<file path="src/rtl/counter_checker_sat_cnt.sv">
// ============================================================================
// sat_cnt : saturating up-counter with synchronous clear; clear+inc loads 1
// Rev 1.0 - initial release
// ============================================================================
`default_nettype none

module sat_cnt #(
    parameter int W = 16
) (
    input  logic         clk,
    input  logic         reset,
    input  logic         inc,
    input  logic         clr,
    output logic [W-1:0] q
);

    localparam logic [W-1:0] c_max = '1;
    localparam logic [W-1:0] c_one = W'(1);

    logic [W-1:0] r_q;

    // An increment coinciding with a clear counts as the first event after it
    always_ff @(posedge clk or posedge reset) begin
        if (reset) begin
            r_q <= '0;
        end else if (clr) begin
            r_q <= inc ? c_one : '0;
        end else if (inc && (r_q != c_max)) begin
            r_q <= r_q + c_one;
        end
    end

    assign q = r_q;

endmodule

`default_nettype wire

</file>
<file path="config.mk">
export PLATFORM = sky130hd
export DESIGN_NAME = sat_cnt
export DESIGN_NICKNAME = d
export VERILOG_FILES = /design/src/rtl/counter_checker_sat_cnt.sv
export SDC_FILE = /design/constraint.sdc
export NUM_CORES = 1
export LEC_CHECK = 0
export CORE_MARGIN = 2
export CORE_UTILIZATION = 39
export CTS_CLUSTER_DIAMETER = 80
export DETAILED_ROUTE_END_ITERATION = 7
export MAX_ROUTING_LAYER = met4
export PLACE_DENSITY = 0.67
export SLEW_MARGIN = 20
export SYNTH_ARGS = -nofsm -noshare
export SYNTH_HDL_FRONTEND = slang
export SYNTH_SLANG_ARGS = --single-unit
</file>
<file path="constraint.sdc">
create_clock -name clk -period 2.07 [get_ports clk]
set_input_delay 0.414 -clock clk [delete_from_list [all_inputs] [get_ports clk]]
set_output_delay 0.414 -clock clk [all_outputs]
set_load 0.02 [all_outputs]
</file>
==> impl_summary.md, run 1 <==
Clock tree
Clock-pin slew was measured on the worst setup and hold paths at 0.10 ns. The number of setup buffers added after CTS is 0. After clock tree synthesis, the repair step resized 0 gates. The clock tree from TritonCTS is yes. Clock latency on the worst-skew pair, taken at its later pin, is about 0.29 ns. The count of H-tree levels built during CTS is 1. CTS placed an instance of sky130_fd_sc_hd__clkbuf_4 at the clock tree root. The clock passes through at most 2 buffers. The number of hold buffers added after CTS was 0. Clock tree synthesis found a total of 16 sinks. TritonCTS created 3 clock buffers.

Global routing
For this run, global-route usage on met3 was measured as between 2 and 3%. The met2 layer usage reported by global route is approximately 32%. Entering global routing, the biggest net connects 17 pins. The number of global-route vias before repair is 868. The aggregate global-route resource usage is a little under a fifth. The routing layer with the top usage in global route is met2. For this run the aggregate overflow at the end of global routing stands at 0.

The first global-routing pass estimated 3.75 mm of wire. The global routing usage on met1 is 21.8%. The initial antenna violation count is 0.

Critical path
The critical path is of the reg -> reg type. The largest single stage delay on the critical path is 0.51 ns. The data arrival time of the worst path is 2.08 ns. In this run the critical register-to-register path is launched from q[0].

The worst register-to-register path ends at q[1]. The critical path launch point type is a flip-flop. The worst endpoint required time is 2.25 ns.

The number of cells on the worst reg-to-reg path is 6. The largest delay contributor family on the critical path is compound AO/OA/AOI/OAI gates. The minimum setup slack among reg-to-reg paths is 0.17 ns. The signal on the critical path passes through ha_1 > nand4_4 > o41ai_4 > buf_4 > mux2i_1 > nor2_1. On the critical path, the stage with the largest delay is an instance of sky130_fd_sc_hd__o41ai_4.

The number of buffers and inverters on the critical path is 1. The largest fanout on the critical path is 6. STA classifies the critical path endpoint as a flip-flop. The instance count on the critical path is 6.

Place
Buffers placed on the I/O ports in this run total 19. In this run, placement finished with an instance count of 148. The area after detailed placement is 0.00119 mm^2. Detailed placement ended at an HPWL of 1.64 mm. At the end of routability-driven placement, the weighted congestion stood at 0.819.

Drt
Before antenna repair, the detailed router went through 4 iterations. In this run, the number of DRC markers left after iteration 0 of detailed routing was 16. In the final routed layout, each cell accounts on average for roughly 14 um.

Dividing the detail-routed via count by the number of cells gives about 5.9. In this run the remaining antenna-violating nets after routing total 0. The residual DRC count is 0. The total vias in the final route is 892. The routed design has 2.16 mm of wire.

Floorplanning
From left edge to right edge, the die measures 52.7 um. After floorplanning, the core was sized to cover about 0.0022 mm^2. The number of ports placed on the die boundary is 20. In this run the core area contains 17 standard-cell rows. The die span in y is 52.7 um.

The die covers 0.00278 mm^2. The starting density of the core is 41.4%.

Power and ir drop
Summed over all cells, the static leakage comes to 0.474 nW. Power comes to between 0.6 and 0.7 mW. The worst ir drop on vdd is 0.000393 V. Power spread over the standard cell area amounts to 488 mW/mm^2.

Layout
The filler cells instantiated in the layout total 215. The finished layout holds 152 standard cells, fillers aside. The number of antenna cells inserted is 0.

The flip-flop count of the largest register, all copies and words added is 16. After routing the design area is 0.00123 mm^2. Of the cells placed in the final design, the portion with a size suffix greater than 1 is 13.7%. The layout overhead on the synthesized area is 33.2%. At the end of the flow, the number of nets in the layout was 130.

Job
The tool flagged a number of max-cap violations equal to 0.

Logic synthesis
The number of distinct library cell variants in the gate-level netlist after synthesis is 31. The average cell area after synthesis is 9.63 um^2. After synthesis, flip-flops and latches occupy 43.3% of the total area. The area share of the leading cell type in the synthesized netlist is between 40% and 50%. The commonest cells after synthesis are 16 x sky130_fd_sc_hd__dfrtp_1, 11 x sky130_fd_sc_hd__a21oi_1, 8 x sky130_fd_sc_hd__nand2_1, 6 x sky130_fd_sc_hd__o31ai_1. The biggest area contributor in the post-synthesis netlist is sky130_fd_sc_hd__dfrtp_1. Counting every instance in the synthesized netlist gives 96. The most frequently used cell type in the post-synthesis netlist is sky130_fd_sc_hd__dfrtp_1. For this run, the leading register cell type out of synthesis is sky130_fd_sc_hd__dfrtp_1. The synthesized netlist occupies a cell area of 925 um^2.

Yosys attributes the largest share of cell area to sky130_fd_sc_hd__dfrtp_1 43%, sky130_fd_sc_hd__a21oi_1 6.0%, sky130_fd_sc_hd__o31ai_1 4.9%. After synthesis the netlist holds a flip-flop and latch count of 16. The total number of yosys warnings is 0. The number of nets in the synthesized netlist is 101. The number of enable-type register cells in the synthesized netlist is 0.

The share of async-settable or async-resettable flops after synthesis is 100%.

Timing
At the pin with the least slew margin, the transition time is 0.618 ns. After layout, the worst path uses roughly 92% of the clock period. The worst relative slew slack is 58.8%. The post-route minimum period is 1.90 ns.

The final-layout setup total negative slack is 0 ns. The maximum clock rate is 526 MHz. Setup repair after global routing left no endpoint under its margin.

The number of setup violations in the final report is 0. The final-report hold violation count is 0. The final-report max-slew violation count is 0. The clock arrives with 0.00775 ns of skew.

Run status
The run finished with clean final reports.

Hold path
The worst hold path class is in -> async.
-- logic make-up (layout without fill, tap and decap cells) --
logic type	after synthesis	after routing	synth area share (%)
mux	1	1	1.08
fa+ha+maj	1	1	1.35
xor+xnor	1	1	0.947
buf+inv	6	34	2.43
flops	16	16	43.3
compound gates	27	27	20.7
simple gates	44	44	30.2
-- report_power, final --
| group | internal [mW] | total [mW] | switching [mW] |
|---|---|---|---|
| clock network | 0.107 | 0.211 | 0.104 |
| registers | 0.318 | 0.325 | 0.00738 |
| logic | 0.0283 | 0.0642 | 0.0359 |
| total | 0.453 | 0.601 | 0.148 |
-- worst max-delay path by stage --
stage	endpoint	startpoint	slack [ns]
after floorplan	q[12]	q[0]	0.22
after detailed placement	q[12]	inc	-0.009
final	q[1]	q[0]	0.17
after global placement	q[12]	inc	0.02
after global routing	q[1]	q[0]	0.005
after CTS	q[1]	q[0]	0.15
-- placed cells by master (no fill, tap or decap), drive strengths merged, types with 2 or more instances in the layout --
cell / n
and4: 2
a211oi: 2
a21oi: 11
or4: 5
inv: 4
o21ai: 5
nand4: 6
nor3: 3
clkdlybuf4s50: 19
clkbuf: 4
and2: 2
o31ai: 6
or3: 6
buf: 7
o41ai: 2
nor2: 3
nand2: 8
and3: 2
nand3: 4
dfrtp: 16
-- metrics by stage --
stage	setup slack [ns]	utilization (%)	hold WS, ns
6_report	0.169	55.1	0.490
5_1_grt	0.00491	55.1	0.555
4_1_cts	0.153	55.1	0.514
3_5_place_dp	-0.00918	53.5	0.559
3_3_place_gp	0.0179	53.5	0.556
2_1_floorplan	0.216	-	0.328
-- per-layer routing --
layer  share of wire [%]  wire length (um)
met1                  43               939
met2                  51              1100
met3                 4.4                94
met4                 1.3                29
met5                   0                 0
-- worst register-to-register path: stages, from the launching register on --
cell	delay (ns)
sky130_fd_sc_hd__dfrtp_1	0.42
sky130_fd_sc_hd__ha_1	0.26
sky130_fd_sc_hd__nand4_4	0.16
sky130_fd_sc_hd__o41ai_4	0.51
sky130_fd_sc_hd__buf_4	0.21
sky130_fd_sc_hd__mux2i_1	0.18
sky130_fd_sc_hd__nor2_1	0.05
-- cell type report --
type                       instances  area, um^2  area share, %
clock buffer                       4        36.3           2.95
inverter                           4        15.0           1.22
multi-input combinational         74         502           40.8
sequential                        16         400           32.5
tap                               28        35.0           2.85
timing repair buffer              26         243           19.7
(Power assumes the default switching activity.)
==> run 2: changes to the inputs <==
--- a/config.mk
+++ b/config.mk
@@ -9,6 +9,7 @@
 export CORE_UTILIZATION = 39
 export CTS_CLUSTER_DIAMETER = 80
 export DETAILED_ROUTE_END_ITERATION = 7
+export GPL_ROUTABILITY_DRIVEN = 0
 export MAX_ROUTING_LAYER = met4
 export PLACE_DENSITY = 0.67
 export SLEW_MARGIN = 20
==> results of run 2 <==
Final layout, timing and power as in run 1 (identical DEF).
==> run 3: changes to the inputs <==
--- a/config.mk
+++ b/config.mk
@@ -10,6 +10,7 @@
 export CTS_CLUSTER_DIAMETER = 80
 export DETAILED_ROUTE_END_ITERATION = 7
 export GPL_ROUTABILITY_DRIVEN = 0
+export HOLD_SLACK_MARGIN = 0.05
 export MAX_ROUTING_LAYER = met4
 export PLACE_DENSITY = 0.67
 export SLEW_MARGIN = 20
==> results of run 3 <==
Final layout, timing and power as in run 1 (identical DEF).
==> RTL change 1: new RTL, settings of run 3 <==
Set the parameter `W` to 32 (it was 16).
--- a/src/rtl/counter_checker_sat_cnt.sv
+++ b/src/rtl/counter_checker_sat_cnt.sv
@@ -6,5 +6,5 @@
 
 module sat_cnt #(
-    parameter int W = 16
+    parameter int W = 32
 ) (
     input  logic         clk,
Ports: changed (resized q); port bits go from 20 to 36. The function was not compared with the original's and may differ.
==> RTL change 1 against run 3 <==
  * The flow now finishes with violations (setup timing)
  * Maximum frequency down 9.2%
  * Clock power up 140%
  * Largest power group unchanged
  * Routed wire length rose to 2.5 times the old value
  * Power up 110%
  * Worst setup slack worse by 0.19 ns
  * First-iteration DRC count rose to 7.1 times the old value
  * Critical path depth down 1
  * Largest cell class unchanged
  * Cell count up 120%
  * Critical endpoint is now q[0]$_DFFE_PP0P_
  * Synthesized cell count up 110%
  * Final area up 120%
  * Synthesized area up 96%
  * Sequential cell count up 16
  * Highest routed layer unchanged
==> RTL change 1: results (changes against run 3) <==
largest net degree at the start of global routing 33 (+16); first-pass GRT wire length 8735 microns (+130%); max reg flops 32 (+16); PwrDens 451.6 nW/um^2 (-7.5%); Resize count post-CTS 3 (+3); Synth cell types 35 (+13%); Reg2Reg Depth 5 (-1); Hold Slack 0.5187 ns (+0.02840 ns); failing checks setup timing; post-synthesis mux area share 0.006228 (-0.004597); WL final 5418 microns (+150%); placed cell area 2589 sq um (+120%); post-synthesis xor/xnor area fraction 0.009689 (+0.0002163); Setup crit end q[0]$_DFFE_PP0P_; placed cell count 327 (+120%); clock network area share 0.03261 (+0.003137); arrival time worst endpoint 2.32 ns (+0.24 ns); Port Buffers 35 (+16); Core Box Area 4414 sq um (+98%); status complete, but fails checks; final setup violating endpoints 1 (+1); slack of the critical path -0.02480 ns (-0.1935 ns); All-Layer GR Usage 0.2220 (+0.03522); Iteration-0 DRC Markers 114 (+98); DP HPWL 3681 microns (+120%); clk_skew 0.003608 ns (-0.004144 ns); compound-cell area share of the yosys netlist 0.1931 (-0.01396); Register Area 814.5 sq um (+100%); Mapped Cells 203 (+110%); Commonest cells post-synth dfrtp_1, a21oi_1, o21ai_0; Post-Synth Adder-Cell Area 0.006920 (-0.006611)
## RTL change 1: cell count changes after synthesis, moves of 7 or more
cell / change
or4_1: +7
or3_1: +10
a21oi_1: +14
o21ai_0: +15
dfrtp_1: +16
clkbuf_1: +9
nand3_1: +8
## RTL change 1: worst max-delay path, stage by stage (launching register included)
cell and delay (ns):
dfrtp_2 0.39, nand4_4 0.12, or4_4 0.57, or4b_2 0.68
a21oi_2 0.16, a211o_1 0.12
## RTL change 1: power by group through the flow
stage | sequential [mW] | clock [mW] | combinational [mW]
after CTS | 0.636 | 0.522 | 0.0955
after global routing | 0.636 | 0.553 | 0.107
after floorplan | 0.657 | 0 | 0.0398
after detailed placement | 0.648 | 0 | 0.0953
final | 0.636 | 0.515 | 0.0964
after global placement | 0.648 | 0 | 0.0939
## RTL change 1: metal layers
| layer | routed length, microns | vias to the layer above |
|---|---|---|
| met5 | 0 | - |
| met4 | 65 | 0 |
| met3 | 317 | 7 |
| met2 | 2595 | 69 |
| met1 | 2439 | 941 |
| li1 | - | 943 |
==> RTL change 2: new RTL, config.mk and constraints of run 3 <==
Made on the original files. Register the output `q` once more, with the module's reset; this adds one clock of latency there.
--- a/src/rtl/counter_checker_sat_cnt.sv
+++ b/src/rtl/counter_checker_sat_cnt.sv
@@ -31,5 +31,11 @@
     end
 
-    assign q = r_q;
+    always_ff @(posedge clk or posedge reset) begin
+        if (reset) begin
+            q <= '0;
+        end else begin
+            q <= r_q;
+        end
+    end
 
 endmodule
Function: changed (a bounded check fails within 4 cycles, from zero or initial values and one cycle with reset high).
==> RTL change 2 against run 3 <==
  * Die area grew 39%
  * Critical path depth is 1 lower
  * Final area grew 35%
  * Power is 80% higher
  * Worst setup slack got worse by 0.036 ns
  * Sequential cell count grew 16
  * Synthesized area rose by 43%
  * Non-clock buffer count increased by 2
  * Routed wire length is 15% higher
  * Clock power up 73%
==> RTL change 2: results (changes against run 3) <==
status completed; measured slew at the worst slew-check pin 0.4200 ns (-0.1977 ns); RR Endpoint r_q[14]$_DFFE_PP0P_; Filler Cell Count 314 (+46%); clk_skew 0.008340 ns (+0.0005875 ns); Critical path origin inc; clk pwr 0.364 mW (+73%); largest net degree at the start of global routing 33 (+16); first-pass GRT wire length 4595 microns (+23%); R2R Setup Slk 0.19 ns (+0.02 ns); Setup crit end r_q[13]$_DFFE_PP0P_; R2R Path Start r_q[1]$_DFFE_PP0P_; Clock Latency Late Sink 0.33 ns (+0.04 ns); arrival time worst endpoint 2.18 ns (+0.10 ns); Synth cell types 32 (+3.2%); TritonCTS Buffers 5 (+2); Iteration-0 DRC Markers 36 (+20); Area contributors post-synth dfrtp_1, a21oi_1, o31ai_1; H-tree level count 2 (+1); Reg2Reg Depth 5 (-1); All-Layer GR Usage 0.1573 (-0.02939); DP HPWL 1727 microns (+5.3%); Logic pwr share 0.069 (-0.038); CP Max Fanout 7 (+1); Commonest cells post-synth dfrtp_1, a21oi_1, nor2_1; vias in the first global route 984 (+13%); Final nets 149 (+15%); layout cells sized above 1 0.1655 (+0.02842); Leakage 0.6876 nW (+45%)
RTL change 2: cell count changes in the layout (fill, tap and decap cells not counted), moves of 3 or more:
cell and change:
dfrtp_1 +16, a21oi_1 -3, nor2_1 +4, o21ai_1 -3
RTL change 2: through the flow:
step / total power, mW / instances / worst slack, ns
after floorplan: 0.6967 / 112 / 0.2311
after global placement: 0.7288 / 183 / -0.1463
after detailed placement: 0.7319 / 183 / -0.1842
after CTS: 1.099 / 191 / 0.08252
after global routing: 1.133 / 191 / 0.04020
final: 1.082 / 191 / 0.1324
RTL change 2: area by class of cell:
cell class,instances,area [sq um],share of cell area
Tap cell,46,57.56,0.03453
Sequential cell,32,800.8,0.4805
Clock buffer,8,58.81,0.03529
Multi-Input combinational cell,71,469.2,0.2815
Timing Repair Buffer,28,257.7,0.1547
Inverter,6,22.52,0.01351
RTL change 2: worst max-delay path, stage by stage:
cell and delay, ns:
clkdlybuf4s50_1 0.49, nand4_1 0.12, or3_1 0.46, or4_1 0.53
a21oi_1 0.17
RTL change 2: per-layer routing:
layer	routed length, microns	track usage	share of wire
met2	1165	0.2459	0.47
met1	1159	0.1864	0.47
met4	57	0.1056	0.023
met5	0	-	0
met3	101	0.02899	0.041
RTL change 2: logic make-up (layout without fill, tap and decap cells):
kind of cell / count (synthesis) / in the layout / share of synthesized area
XOR/XNOR: 2 / 2 / 0.01329
multiplexers: 2 / 2 / 0.01613
AO/OA/AOI/OAI: 22 / 22 / 0.1139
adder cells (fa/ha/maj): 1 / 1 / 0.009486
flip-flops: 32 / 32 / 0.6072
buffers and inverters: 9 / 42 / 0.04079
AND/OR/NAND/NOR: 44 / 44 / 0.1992
